File: src/rtl/nibble_serial_subtractor.sv
// nibble_serial_subtractor: 16-bit subtractor that processes one 4-bit slice
// per clock, using a borrow-lookahead subtract inside each slice.
// A valid/ready handshake accepts operands in IDLE. Four RUN edges follow,
// and the result is held in DONE until the consumer takes it.
// Optional feature: define OVERFLOW_FLAG_EN to add the signed-overflow
// output ovf.
module nibble_serial_subtractor (
  input  logic        clk,
  input  logic        rst_n,
  input  logic        in_valid,
  output logic        in_ready,
  input  logic [15:0] a,
  input  logic [15:0] b,
  input  logic        bin,
  output logic        out_valid,
  input  logic        out_ready,
  output logic [15:0] d,
  output logic        bout
`ifdef OVERFLOW_FLAG_EN
  ,
  output logic        ovf
`endif
);

  typedef enum logic [1:0] {
    IDLE = 2'd0,
    RUN  = 2'd1,
    DONE = 2'd2
  } state_t;

  state_t      state;
  state_t      state_nx;
  logic [15:0] a_r;
  logic [15:0] b_r;
  logic [1:0]  cnt;
  logic        borrow;
  logic [3:0]  a_nib;
  logic [3:0]  b_nib;
  logic [5:0]  slice;
  logic [3:0]  nib_base;

  // Borrow-lookahead 4-bit subtract x - y - bi.
  // Returns {borrow out of bit 3, borrow into bit 3, difference}.
  // p marks bits that propagate an incoming borrow (x == y).
  // g marks bits that generate a borrow (x = 0, y = 1).
  function automatic logic [5:0] nib_sub(input logic [3:0] x,
                                         input logic [3:0] y,
                                         input logic       bi);
    logic [3:0] p;
    logic [3:0] g;
    logic [4:0] c;
    p    = ~(x ^ y);
    g    = ~x & y;
    c[0] = bi;
    c[1] = g[0] | (p[0] & bi);
    c[2] = g[1] | (p[1] & g[0]) | (p[1] & p[0] & bi);
    c[3] = g[2] | (p[2] & g[1]) | (p[2] & p[1] & g[0]) | (p[2] & p[1] & p[0] & bi);
    c[4] = g[3] | (p[3] & g[2]) | (p[3] & p[2] & g[1]) | (p[3] & p[2] & p[1] & g[0])
         | (p[3] & p[2] & p[1] & p[0] & bi);
    return {c[4], c[3], x ^ y ^ c[3:0]};
  endfunction

  // Select the current nibble and compute its slice.
  always_comb begin
    nib_base = {cnt, 2'b00};
    a_nib    = a_r[nib_base +: 4];
    b_nib    = b_r[nib_base +: 4];
    slice    = nib_sub(a_nib, b_nib, borrow);
  end

  // Next-state logic and handshake outputs.
  always_comb begin
    state_nx  = state;
    in_ready  = 1'b0;
    out_valid = 1'b0;
    case (state)
      IDLE: begin
        in_ready = 1'b1;
        if (in_valid) state_nx = RUN;
      end
      RUN: begin
        if (cnt == 2'd3) state_nx = DONE;
      end
      DONE: begin
        out_valid = 1'b1;
        if (out_ready) state_nx = IDLE;
      end
      default: state_nx = IDLE;
    endcase
  end

  // Operand capture; only written on an accepted handshake, so operands
  // are never overwritten mid-operation.
  always_ff @(posedge clk) begin
    if (state == IDLE && in_valid) begin
      a_r <= a;
      b_r <= b;
    end
  end

  // State register, slice counter, borrow chain and result registers.
  always_ff @(posedge clk or negedge rst_n) begin
    if (!rst_n) begin
      state  <= IDLE;
      cnt    <= 2'd0;
      borrow <= 1'b0;
      d      <= 16'h0000;
      bout   <= 1'b0;
`ifdef OVERFLOW_FLAG_EN
      ovf    <= 1'b0;
`endif
    end else begin
      state <= state_nx;
      case (state)
        IDLE: begin
          if (in_valid) begin
            cnt    <= 2'd0;
            borrow <= bin;
          end
        end
        RUN: begin
          d[nib_base +: 4] <= slice[3:0];
          borrow           <= slice[5];
          cnt              <= cnt + 2'd1;
          if (cnt == 2'd3) begin
            bout <= slice[5];
`ifdef OVERFLOW_FLAG_EN
            // Signed overflow: borrow into the sign bit differs from
            // the borrow out of it.
            ovf  <= slice[5] ^ slice[4];
`endif
          end
        end
        default: ;
      endcase
    end
  end

endmodule

File: config.mk
export PLATFORM = sky130hd
export DESIGN_NAME = nibble_serial_subtractor
export DESIGN_NICKNAME = d
export VERILOG_FILES = /design/src/rtl/nibble_serial_subtractor.sv
export SDC_FILE = /design/constraint.sdc
export NUM_CORES = 1
export LEC_CHECK = 0
export ABC_AREA = 1
export ABC_CLOCK_PERIOD_IN_PS = 5800
export CORE_ASPECT_RATIO = 2
export CORE_MARGIN = 3
export CORE_UTILIZATION = 30
export CTS_BUF_LIST = sky130_fd_sc_hd__clkbuf_4
export DETAILED_ROUTE_END_ITERATION = 8
export GPL_ROUTABILITY_DRIVEN = 1
export PLACE_DENSITY = 0.58
export SYNTH_ARGS = -nofsm -noshare
export SYNTH_HDL_FRONTEND = slang
export SYNTH_SLANG_ARGS = --single-unit
File: constraint.sdc
create_clock -name clk -period 5.8 [get_ports clk]
set_input_delay 1.16 -clock clk [delete_from_list [all_inputs] [get_ports clk]]
set_output_delay 1.16 -clock clk [all_outputs]
set_load 0.05 [all_outputs]
======== Yosys cells after proc, flatten, opt, wreduce, memory -nomap -nowiden ========
Index checks and enable logic that the tools add are counted.
storage, ports and cells
  flip-flop bits (word level) ............. 54
  output and inout port bits .............. 19
operators by class
  $add $sub $neg .......................... 2
  equal/unequal tests ..................... 6
  shift-type cells ........................ 4
  muxes and demuxes ....................... 11
  bitwise gates (word level) .............. 31
  reductions and logical operators ........ 6
operators by type and width
  operator                                                                 count
  16-bit by 5-bit variable part select with 4-bit output                   2
  1-bit AND                                                                16
  16-bit bitwise mux                                                       1
  4-bit by 6-bit variable shift with 16-bit output (first input constant)  1
  4-bit by 6-bit variable part select with 16-bit output                   1
  1-bit OR                                                                 10
  2-bit two-way mux                                                        4
  4-bit inverter                                                           2
  4-bit bitwise XOR                                                        2
  2-bit != test (second input constant)                                    3
  4-bit negation with 6-bit output                                         1
  2-bit one-hot mux with 3 select lines                                    1
  4-bit AND                                                                1
  2-bit equality test (second input constant)                              2
  2-bit one-hot mux with 2 select lines                                    1
  2-bit AND reduction                                                      2
  1-bit two-way mux                                                        3
  3-bit AND reduction                                                      1
  2-bit by 1-bit adder with 2-bit output (second input constant)           1
  2-bit by 1-bit equality test with 1-bit output (second input constant)   1
  2-bit logical NOT                                                        1
  1-bit one-hot mux with 2 select lines                                    1
  2-bit nonzero test                                                       1
  1-bit logical AND                                                        1

======== Longest topological paths before layout ========
  depth after elaboration ................. 10
  depth in mapped cells ................... 14
  gate-level depth less buffers ........... 12

======== Least setup slack after synthesis ========
OpenSTA, ideal clock, no wires.
  path type ............................... register to output
  start ................................... register state[0]
  end ..................................... output port in_ready
  data arrival time ....................... 1.114 ns
  data required time ...................... 4.640 ns
  slack ................................... 3.526 ns
  stages on the path, launching flop included .. 2
  path buffers ............................ 0
  path through ............................ dfrtp_1 > nor2_1
between the ends
  cells in the longest elaborated chain, start to end .. 2
RTL lines
  element                 RTL line  RTL
  from (decl)             31        state_t state;
  from (signal assigned)  113       state <= state_nx;
  2-bit logical NOT       76        case (state)
  1-bit two-way mux       76
  to (decl)               11        output logic in_ready,
No other way between the ends.

======== Final worst setup path ========
Ends and elaborated chain as after synthesis.

==> out/metrics.yaml <==
syn_to_final_growth_pct: 28.2
period_share_pct: 51.7
cts_hold_buf: 0
die_h_um: 134
synth_ff_type: "edfxtp_1"
rr_worst_depth: 8
netlist_area_um2: 2450
synth_top_area_share_pct: 39.2
cp_max_fo: 4
ys_ff_latch: 54
drcViolationCount: 0
synth.net_count: 266
die_w_um: 69.9
antenna_left: 0
wirelength_mm: 5.19
routed_via_density: 4.62
yosys_warnings: 0
maxCapViolations: 0
arrival_ns: 1.84
holdPathStages: 2
max_freq_ghz: 0.333
grt_max_degree: 35
clkTransAtPathRegs_ns: 0.14
vias: 1725
dp.final_hpwl_mm: 4.05
syn_avg_cell_area_um2: 11.2
h-tree-depth: 2
crit_path_end: "in_ready"
rrSetupSlack_ns: 3.08
crit_path_end_kind: "output pin"
drt_first_pass_iters: 4
reg2reg_from: "cnt[0]$_DFFE_PN0P_"
ys_seq_area_share_pct: 61.7
p_leak_nw: 1.27
wl_per_cell_um: 13.9
outcome: "complete, no violations"
crit_path_start_kind: "flop"
timing.hold.ws_ns: 0.506
layout_setup_ws_ns: 2.80
critPathKind: "reg2out"
gp_congestion: 0.813
power_density_nw_per_um2: 548
grt_use_total_pct: 12.0
worst_pin_slew_ns: 0.996
post-cts-setup-buffer-count: 0
cts_buffers: 5
max-vdd-ir-drop_mv: 0.207
final_hold_viol_count: 0
portBuffers: 55
cts_resized: 0
synthDistinctLibCells: 29
final_max_slew_viol_count: 0
power_w: 0.00172
multiInputGateArea_um2: 835
fp.dieArea_um2: 9360
fin_crit_ns: 3.00
synthTopCellsByArea: "edfxtp_1, dfrtp_1, nand2_1"
rows: 46
synth_top_area_cell: "edfxtp_1"
fillers: 817
clockRootBuffer: "clkbuf_4"
rsz0062_at_grt: "false"
overflow: 0
fin_nets: 323
slew_headroom_pct: 33.4
fp.coreArea_um2: 7940
antenna_found_initial: 1
synthArstFlopShare_pct: 40.7
r2r_end: "d[5]$_DFFE_PN0P_"
netlist_instances: 218
critPathRequiredTime_ns: 4.64
drt-initial-drc-count: 41
cts_sinks: 54
cts_tree: "done"
crit_path_start: "state[0]$_DFFE_PN0P_"
ios: 56
holdCritPathClass: "reg2reg"
regArea_um2: 1510
fin_skew_ns: 0.0131
drive_above_1_share_pct: 11.2
fin_setup_tns_ns: 0
first_global_vias: 1831
cts_buffer_depth: 2
yosysMostFrequentCell: "nand2_1"
grt_pass1_wl_mm: 8.52
finalSetupViolCount: 0
start_util_pct: 30.9
post-place-ws_ns: 3.13
synth_commonest_cells: "nand2_1, edfxtp_1, dfrtp_1, nor2_1, o21ai_0"
clock_latency_ns: 0.37
synth_edf_count: 32
-- stage by stage --
stage	cell area, µm²	utilization (%)	cells
floorplan	2450	-	218
global placement	3090	38.9	364
detailed placement	3090	38.9	364
CTS	3140	39.5	372
global route	3140	39.6	373
finish	3140	39.6	373
-- placed cells by master, fill, tap and decap left out, drive strengths merged --
master,instances
dfrtp,22
o211ai,1
fa,1
o31ai,3
nand2,64
clkbuf,5
edfxtp,32
nand3,6
ha,10
a32o,4
inv,17
diode,1
clkdlybuf4s50,55
nor2,19
a21oi,4
clkinv,2
nor3,1
o22ai,4
xor2,1
nand4,6
o21ai,19
-- power by group --
group	switching, W	internal (W)
sequential	0.0000861	0.000517
clock	0.000108	0.0000442
combinational	0.000648	0.000318
total	0.000841	0.000880
-- per-layer routing --
metal	track usage (%)	wire [µm]	up-vias
li1	-	-	862
met1	10.3	1690	808
met2	24.1	3120	43
met3	2.33	180	12
met4	7.14	206	0
met5	0	0	-
-- logic make-up after synthesis --
group | synth area share, %
AO/OA/AOI/OAI | 9.34
XOR/XNOR | 0.357
adder cells (fa/ha/maj) | 5.92
buffers and inverters | 4.29
flip-flops | 61.7
AND/OR/NAND/NOR | 18.4
-- worst min path at each step --
| stage | slack [ns] | end | start |
|---|---|---|---|
| after global placement | 0.47 | d[3]$_DFFE_PN0P_ | d[3]$_DFFE_PN0P_ |
| after CTS | 0.51 | d[3]$_DFFE_PN0P_ | d[3]$_DFFE_PN0P_ |
| after detailed placement | 0.48 | d[3]$_DFFE_PN0P_ | d[3]$_DFFE_PN0P_ |
| after floorplan | 0.53 | state[1]$_DFFE_PN0P_ | state[0]$_DFFE_PN0P_ |
| final | 0.51 | d[11]$_DFFE_PN0P_ | d[11]$_DFFE_PN0P_ |
| after global routing | 0.53 | d[13]$_DFFE_PN0P_ | d[13]$_DFFE_PN0P_ |
-- final cells by class --
cell class	instances	area share, %
clock buffer	5	1.19
inverter	16	2.39
timing repair buffer	55	17.5
clock inverter	3	0.358
tap	96	3.82
antenna	1	0.0796
sequential	54	48.1
multi-input combinational	143	26.6
-- critical path, stage by stage (launching register included) --
cell	delay, ns
dfrtp_1	0.46
nor2_1	0.18
clkdlybuf4s50_1	0.83
-- flip-flops by register name, summed over array words and instances, names as in the netlist --
signal / cells
bout: 1
borrow: 1
state: 2
d: 16
b_r: 16
a_r: 16
cnt: 2
Power figures use the tool's default switching activity.
